--- src/rtl/aud_recorder.sv ---
// aud_recorder: captures left-channel I2S samples from an audio codec ADC and
// emits them as sequential memory writes.
//
// Ports:
//   i_bclk       codec bit clock, the only clock (rising edge)
//   i_rst_n      asynchronous active-low reset
//   i_adclrck    codec LR clock (0 = left half-frame, 1 = right half-frame)
//   i_adcdat     codec serial ADC data, MSB first
//   i_start      start / resume request (level, sampled every edge)
//   i_pause      pause request (level, sampled every edge)
//   i_stop       stop request (level, sampled every edge)
//   o_data       most recently captured left sample
//   o_address    memory address for o_data
//   o_valid      one-cycle write strobe qualifying o_data / o_address
//   o_recording  high while actively recording (WAIT_LOW, RECV, STORE)
//   o_done       one-cycle pulse when the last address has been written
//   o_state      debug view of the FSM state register
//
// Write handshake: o_valid is a push-only strobe with no ready. When it is
// high, o_data/o_address form one complete write that the memory must accept
// in that cycle; o_data/o_address are stable whenever o_valid is low.
module aud_recorder #(
  parameter int ADDR_W = 20,
  parameter int DATA_W = 16
) (
  input  logic              i_bclk,
  input  logic              i_rst_n,
  input  logic              i_adclrck,
  input  logic              i_adcdat,
  input  logic              i_start,
  input  logic              i_pause,
  input  logic              i_stop,
  output logic [DATA_W-1:0] o_data,
  output logic [ADDR_W-1:0] o_address,
  output logic              o_valid,
  output logic              o_recording,
  output logic              o_done,
  output logic [2:0]        o_state
);

  typedef enum logic [2:0] {
    S_IDLE     = 3'd0,
    S_WAIT_LOW = 3'd1,
    S_RECV     = 3'd2,
    S_STORE    = 3'd3,
    S_PAUSED   = 3'd4
  } state_t;

  localparam int              CNT_W     = $clog2(DATA_W + 1);
  localparam logic [CNT_W-1:0] LAST_BIT = CNT_W'(DATA_W - 1);
  localparam logic [ADDR_W-1:0] LAST_ADDR = '1;

  state_t              state_q, state_d;
  logic                lrc_q;
  logic [DATA_W-1:0]   shift_q;
  logic [CNT_W-1:0]    bit_cnt;
  logic [ADDR_W-1:0]   next_addr;

  logic lrc_fall;
  logic last_bit;
  logic addr_full;
  logic load_sample;
  logic clr_addr;

  assign lrc_fall  = lrc_q & ~i_adclrck;
  assign last_bit  = (bit_cnt == LAST_BIT);
  assign addr_full = (next_addr == LAST_ADDR);

  // State register
  always_ff @(posedge i_bclk or negedge i_rst_n) begin
    if (!i_rst_n) begin
      state_q <= S_IDLE;
    end else begin
      state_q <= state_d;
    end
  end

  // Next-state logic; stop overrides everything, pause beats start.
  always_comb begin
    state_d     = state_q;
    load_sample = 1'b0;
    clr_addr    = 1'b0;
    case (state_q)
      S_IDLE: begin
        if (i_start) begin
          state_d  = S_WAIT_LOW;
          clr_addr = 1'b1;
        end
      end
      S_WAIT_LOW: begin
        // The edge that sees the LR fall carries the I2S delay bit, not data.
        if (i_pause)       state_d = S_PAUSED;
        else if (lrc_fall) state_d = S_RECV;
      end
      S_RECV: begin
        if (i_pause) begin
          state_d = S_PAUSED;
        end else if (last_bit) begin
          state_d     = S_STORE;
          load_sample = 1'b1;
        end
      end
      S_STORE: begin
        // The write is already on the outputs this cycle; a full memory ends
        // the recording even if pause is also requested.
        if (addr_full)    state_d = S_IDLE;
        else if (i_pause) state_d = S_PAUSED;
        else              state_d = S_WAIT_LOW;
      end
      S_PAUSED: begin
        if (i_start) state_d = S_WAIT_LOW;
      end
      default: state_d = S_IDLE;
    endcase
    if (i_stop) begin
      state_d     = S_IDLE;
      load_sample = 1'b0;
      clr_addr    = 1'b0;
    end
  end

  // Datapath: LR edge history, deserialiser, bit counter, address pointer
  // and the output sample/address registers.
  always_ff @(posedge i_bclk or negedge i_rst_n) begin
    if (!i_rst_n) begin
      lrc_q     <= 1'b0;
      shift_q   <= '0;
      bit_cnt   <= '0;
      next_addr <= '0;
      o_data    <= '0;
      o_address <= '0;
    end else begin
      lrc_q <= i_adclrck;

      if (state_q == S_WAIT_LOW && state_d == S_RECV) begin
        bit_cnt <= '0;
        shift_q <= '0;
      end else if (state_q == S_RECV) begin
        shift_q <= {shift_q[DATA_W-2:0], i_adcdat};
        bit_cnt <= bit_cnt + CNT_W'(1);
      end

      // Output registers load on the LSB edge so the write appears in STORE.
      if (load_sample) begin
        o_data    <= {shift_q[DATA_W-2:0], i_adcdat};
        o_address <= next_addr;
      end

      if (clr_addr) begin
        next_addr <= '0;
      end else if (state_q == S_STORE && !addr_full) begin
        next_addr <= next_addr + ADDR_W'(1);
      end
    end
  end

  assign o_valid     = (state_q == S_STORE);
  assign o_done      = o_valid & addr_full;
  assign o_recording = (state_q == S_WAIT_LOW) || (state_q == S_RECV) ||
                       (state_q == S_STORE);
  assign o_state     = state_q;

endmodule

--- config.mk ---
export PLATFORM = sky130hd
export DESIGN_NAME = aud_recorder
export DESIGN_NICKNAME = d
export VERILOG_FILES = /design/src/rtl/aud_recorder.sv
export SDC_FILE = /design/constraint.sdc
export NUM_CORES = 1
export LEC_CHECK = 0
export ABC_AREA = 0
export ABC_CLOCK_PERIOD_IN_PS = 2300
export CAP_MARGIN = 5
export CELL_PAD_IN_SITES_DETAIL_PLACEMENT = 1
export CELL_PAD_IN_SITES_GLOBAL_PLACEMENT = 1
export CORE_MARGIN = 8
export CORE_UTILIZATION = 43
export CTS_CLUSTER_SIZE = 20
export DETAILED_ROUTE_END_ITERATION = 8
export PLACE_DENSITY_LB_ADDON = 0.3
export SLEW_MARGIN = 40
export SYNTH_ARGS = -nofsm -noshare
export SYNTH_HDL_FRONTEND = slang
export SYNTH_SLANG_ARGS = --single-unit
--- constraint.sdc ---
create_clock -name i_bclk -period 2.3 [get_ports i_bclk]
set_clock_uncertainty 0.05 [all_clocks]
set_input_delay 0.23 -clock i_bclk [delete_from_list [all_inputs] [get_ports i_bclk]]
set_output_delay 0.23 -clock i_bclk [all_outputs]
set_load 0.05 [all_outputs]
==> implementation parameters <==
Parameter                              Value

Detailed routing
  Detailed-route DRC error count    0
  Via Count    2797
  Wirelength, routed    9.06 mm
  Number of vias per cell after detailed routing    around 5.5
  Routed len/inst    ~18 um
  Router iterations before antenna repair    4
  1st-iter DRT viols    56
  Remaining number of nets flagged by the antenna check after routing    0

Setup path
  Cells along the critical path    nand4_4 > or4_4 > nor3_4 > buf_12
  Nature of the critical path endpoint    primary output
  Largest stage delay, worst path    roughly 0.57 ns
  Type of the setup path with the least slack    reg2out
  Count of cells along the worst register-to-register path    11
  Stages on worst setup path    4
  Required @ worst endpoint    between 2 and 2.5 ns
  CP Max Fanout    5
  Count of buffering cells on the critical path with inverters included    1
  Max stage delay cell, worst path    or4_4
  Start point of the critical path    next_addr[6]
  Critical path launch point type    flip-flop
  Startpoint of the worst register-to-register path    next_addr[1]
  Kind of cell adding the most delay to the critical path    simple AND/OR/NAND/NOR gates
  Arrival time of the worst setup path    around 1.9 ns

Layout
  # fillers    ~880
  Most common library cell in the layout ignoring fill and taps    dfrtp_1
  Sequential cell area    between 2000 and 2500 sq um
  Area overhead of the layout relative to synthesis    27.6%
  Antenna cell count    0
  Non-Filler Cell Area, Final    about 4600 sq um
  Net count reported at finish    ~400
  Commonest cells after routing, fill and taps aside    dfrtp_1, nand2_1, clkdlybuf4s50_1
  Area of combinational cells with multiple inputs    roughly 1500 sq um
  Fraction of layout cells with a size suffix above 1    24.3%

Synth
  Net count after synthesis    approximately 340
  Synthesized cell area    around 3600 sq um
  Total number of yosys warnings    0
  Share of synthesized area occupied by flip-flops and latches    between 50% and 60%
  Cell types occupying the most area after synthesis    dfrtp_1, mux2_2, nand2_1
  Dominant register cell in the synthesized netlist    dfrtp_1
  Proportion of register bits with asynchronous set or reset after synthesis    between 90% and 100%
  Synthesized instance count    around 330
  Register bit count reported by yosys    80
  Share of Yosys cell area claimed by the top area cell type    55.7%
  Cell type with the highest aggregate area in the netlist    dfrtp_1
  Library cells used by synthesis    47
  Number of flops mapped to enable cells by yosys    0
  Average cell area after synthesis    11.0 sq um

Clocking
  TritonCTS buffer count    9
  Clk Latency, worst-skew pair    0.36 ns
  TritonCTS clock tree    built
  Root Driver    clkbuf_8
  H-tree lvl count    3
  CTS sink cnt    80
  Clock input transition at the sequential cells of the worst setup and hold paths    0.08 ns
  Max Buffers Root-to-Sink    2

STA
  Final-report hold violation count    0
  Worst-margin pin slew    around 0.67 ns
  Setup_tns    0 ns
  Unrepaired setup endpoints after global routing    no
  Final critical-path required period    about 2.2 ns
  Period utilisation layout    roughly 96%
  Top achievable clock speed    ~0.45 GHz
  Number of max-slew violations in the final report    0
  Final setup viols    0
  Setup slack of the critical path after layout    ~0.093 ns
  Worst slew margin relative to its limit    a little under three fifths

GRT
  Grt total ovfl    0
  Largest net degree at the start of global routing    44
  Total Routing Usage GR    between 10% and 20%
  Via count of the first global-routing pass    2981
  First-pass GRT wire length    around 15 mm
  Initial antenna violation count    0

Placement
  Routability Congestion    around 0.81
  Post-placement worst setup slack    between 0.05 and 0.06 ns
  Placement Cell Area    4300 sq um
  Total of buffers placed on input and output ports    48
  Detailed placer's ending HPWL    about 6.1 mm

Power and ir drop
  Leak    2.08 nW
  Power density over the cells    ~640 nW/um^2
  VDD IR max    0.328 mV

Floorplan
  Die Span Y    around 110 um
  Overall die width    ~110 um
  Number of top-level design ports    49
  Std-Cell Rows    33
  Starting Density    43.9%
  Floorplan die area    roughly 12000 sq um
  Core region area    approximately 8200 sq um

Worst hold path
  Origin of the worst min-delay path    i_adclrck
  Hold path depth    1
  Hold WC Path Type    in2reg

Job
  Count of maximum capacitance violations    0

Outcome
  Result of the run    completed
==> cell families (layout without fill, tap and decap cells) <==
group	Yosys count	after routing	share of synthesized area [%]
flip-flops	80	80	55.7
adder cells (fa/ha/maj)	3	3	1.05
multiplexers	42	42	13.0
XOR/XNOR	3	3	0.732
buffers and inverters	23	96	2.58
AND/OR/NAND/NOR	119	119	17.8
AO/OA/AOI/OAI	56	56	9.16
==> Yosys cell counts, drive strengths merged (6+ instances only) <==
master	n
nor3	8
clkbuf	13
o21ai	6
nand3	6
nand2	47
nor2	9
a21oi	31
nand2b	7
mux2	36
or4	6
o31ai	7
mux2i	6
dfrtp	80
nand4	6
==> sequential cells by signal, summed over array words and instances (netlist names) <==
| name | count |
|---|---|
| bit_cnt | 5 |
| o_data | 16 |
| next_addr | 20 |
| lrc_q | 1 |
| shift_q | 15 |
| o_address | 20 |
| o_state | 3 |
==> final timing paths <==
| path | to | slack, ns |
|---|---|---|
| worst min-delay path | lrc_q | 0.29 |
| worst max-delay path | o_done | 0.09 |
| worst min register to register | o_address[6] | 0.46 |
| worst max register to register | next_addr[10] | 0.14 |
| max in group asynchronous | bit_cnt[0] | 1.27 |
| min in group asynchronous | next_addr[5] | 0.34 |
==> power breakdown <==
part           internal, mW  total [mW]  switching, mW
clock network         0.404       0.913          0.509
logic                 0.147       0.334          0.188
registers              1.56        1.70          0.132
==> per-layer routing <==
layer / share of wire (%) / global-route usage, % / wire (um) / up-vias
li1: - / - / - / 1306
met1: 43 / 19.8 / 3920 / 1419
met2: 50 / 27.7 / 4560 / 53
met3: 4.0 / 3.59 / 358 / 19
met4: 2.4 / 7.53 / 215 / 0
met5: 0 / 0 / 0 / -
==> timing repair <==
item,4_1_cts,5_1_grt
hold endpoints to repair,37,0
gates resized for setup,3,5
pin swaps,3,1
setup buffers,9,1
endpoints found under the setup margin,1,5
hold buffers,1,0
==> cell type report <==
| cell class | count | share of cell area, % |
|---|---|---|
| Timing Repair Buffer | 77 | 15.7 |
| Tap cell | 105 | 2.87 |
| Sequential cell | 80 | 43.7 |
| Multi-Input combinational cell | 223 | 33.8 |
| Inverter | 5 | 0.410 |
| Clock buffer | 10 | 3.00 |
| Clock inverter | 4 | 0.491 |
==> stage by stage <==
step	utilization, %	total power, mW	cells	hold slack [ns]
floorplan	-	1.91	326	-0.116
global placement	52.6	2.03	479	0.183
detailed placement	52.6	2.06	479	0.183
CTS	55.7	2.97	503	0.280
global route	56.1	3.10	504	0.280
finish	56.1	2.94	504	0.295
Note: power is estimated with default switching activity, not from simulation.
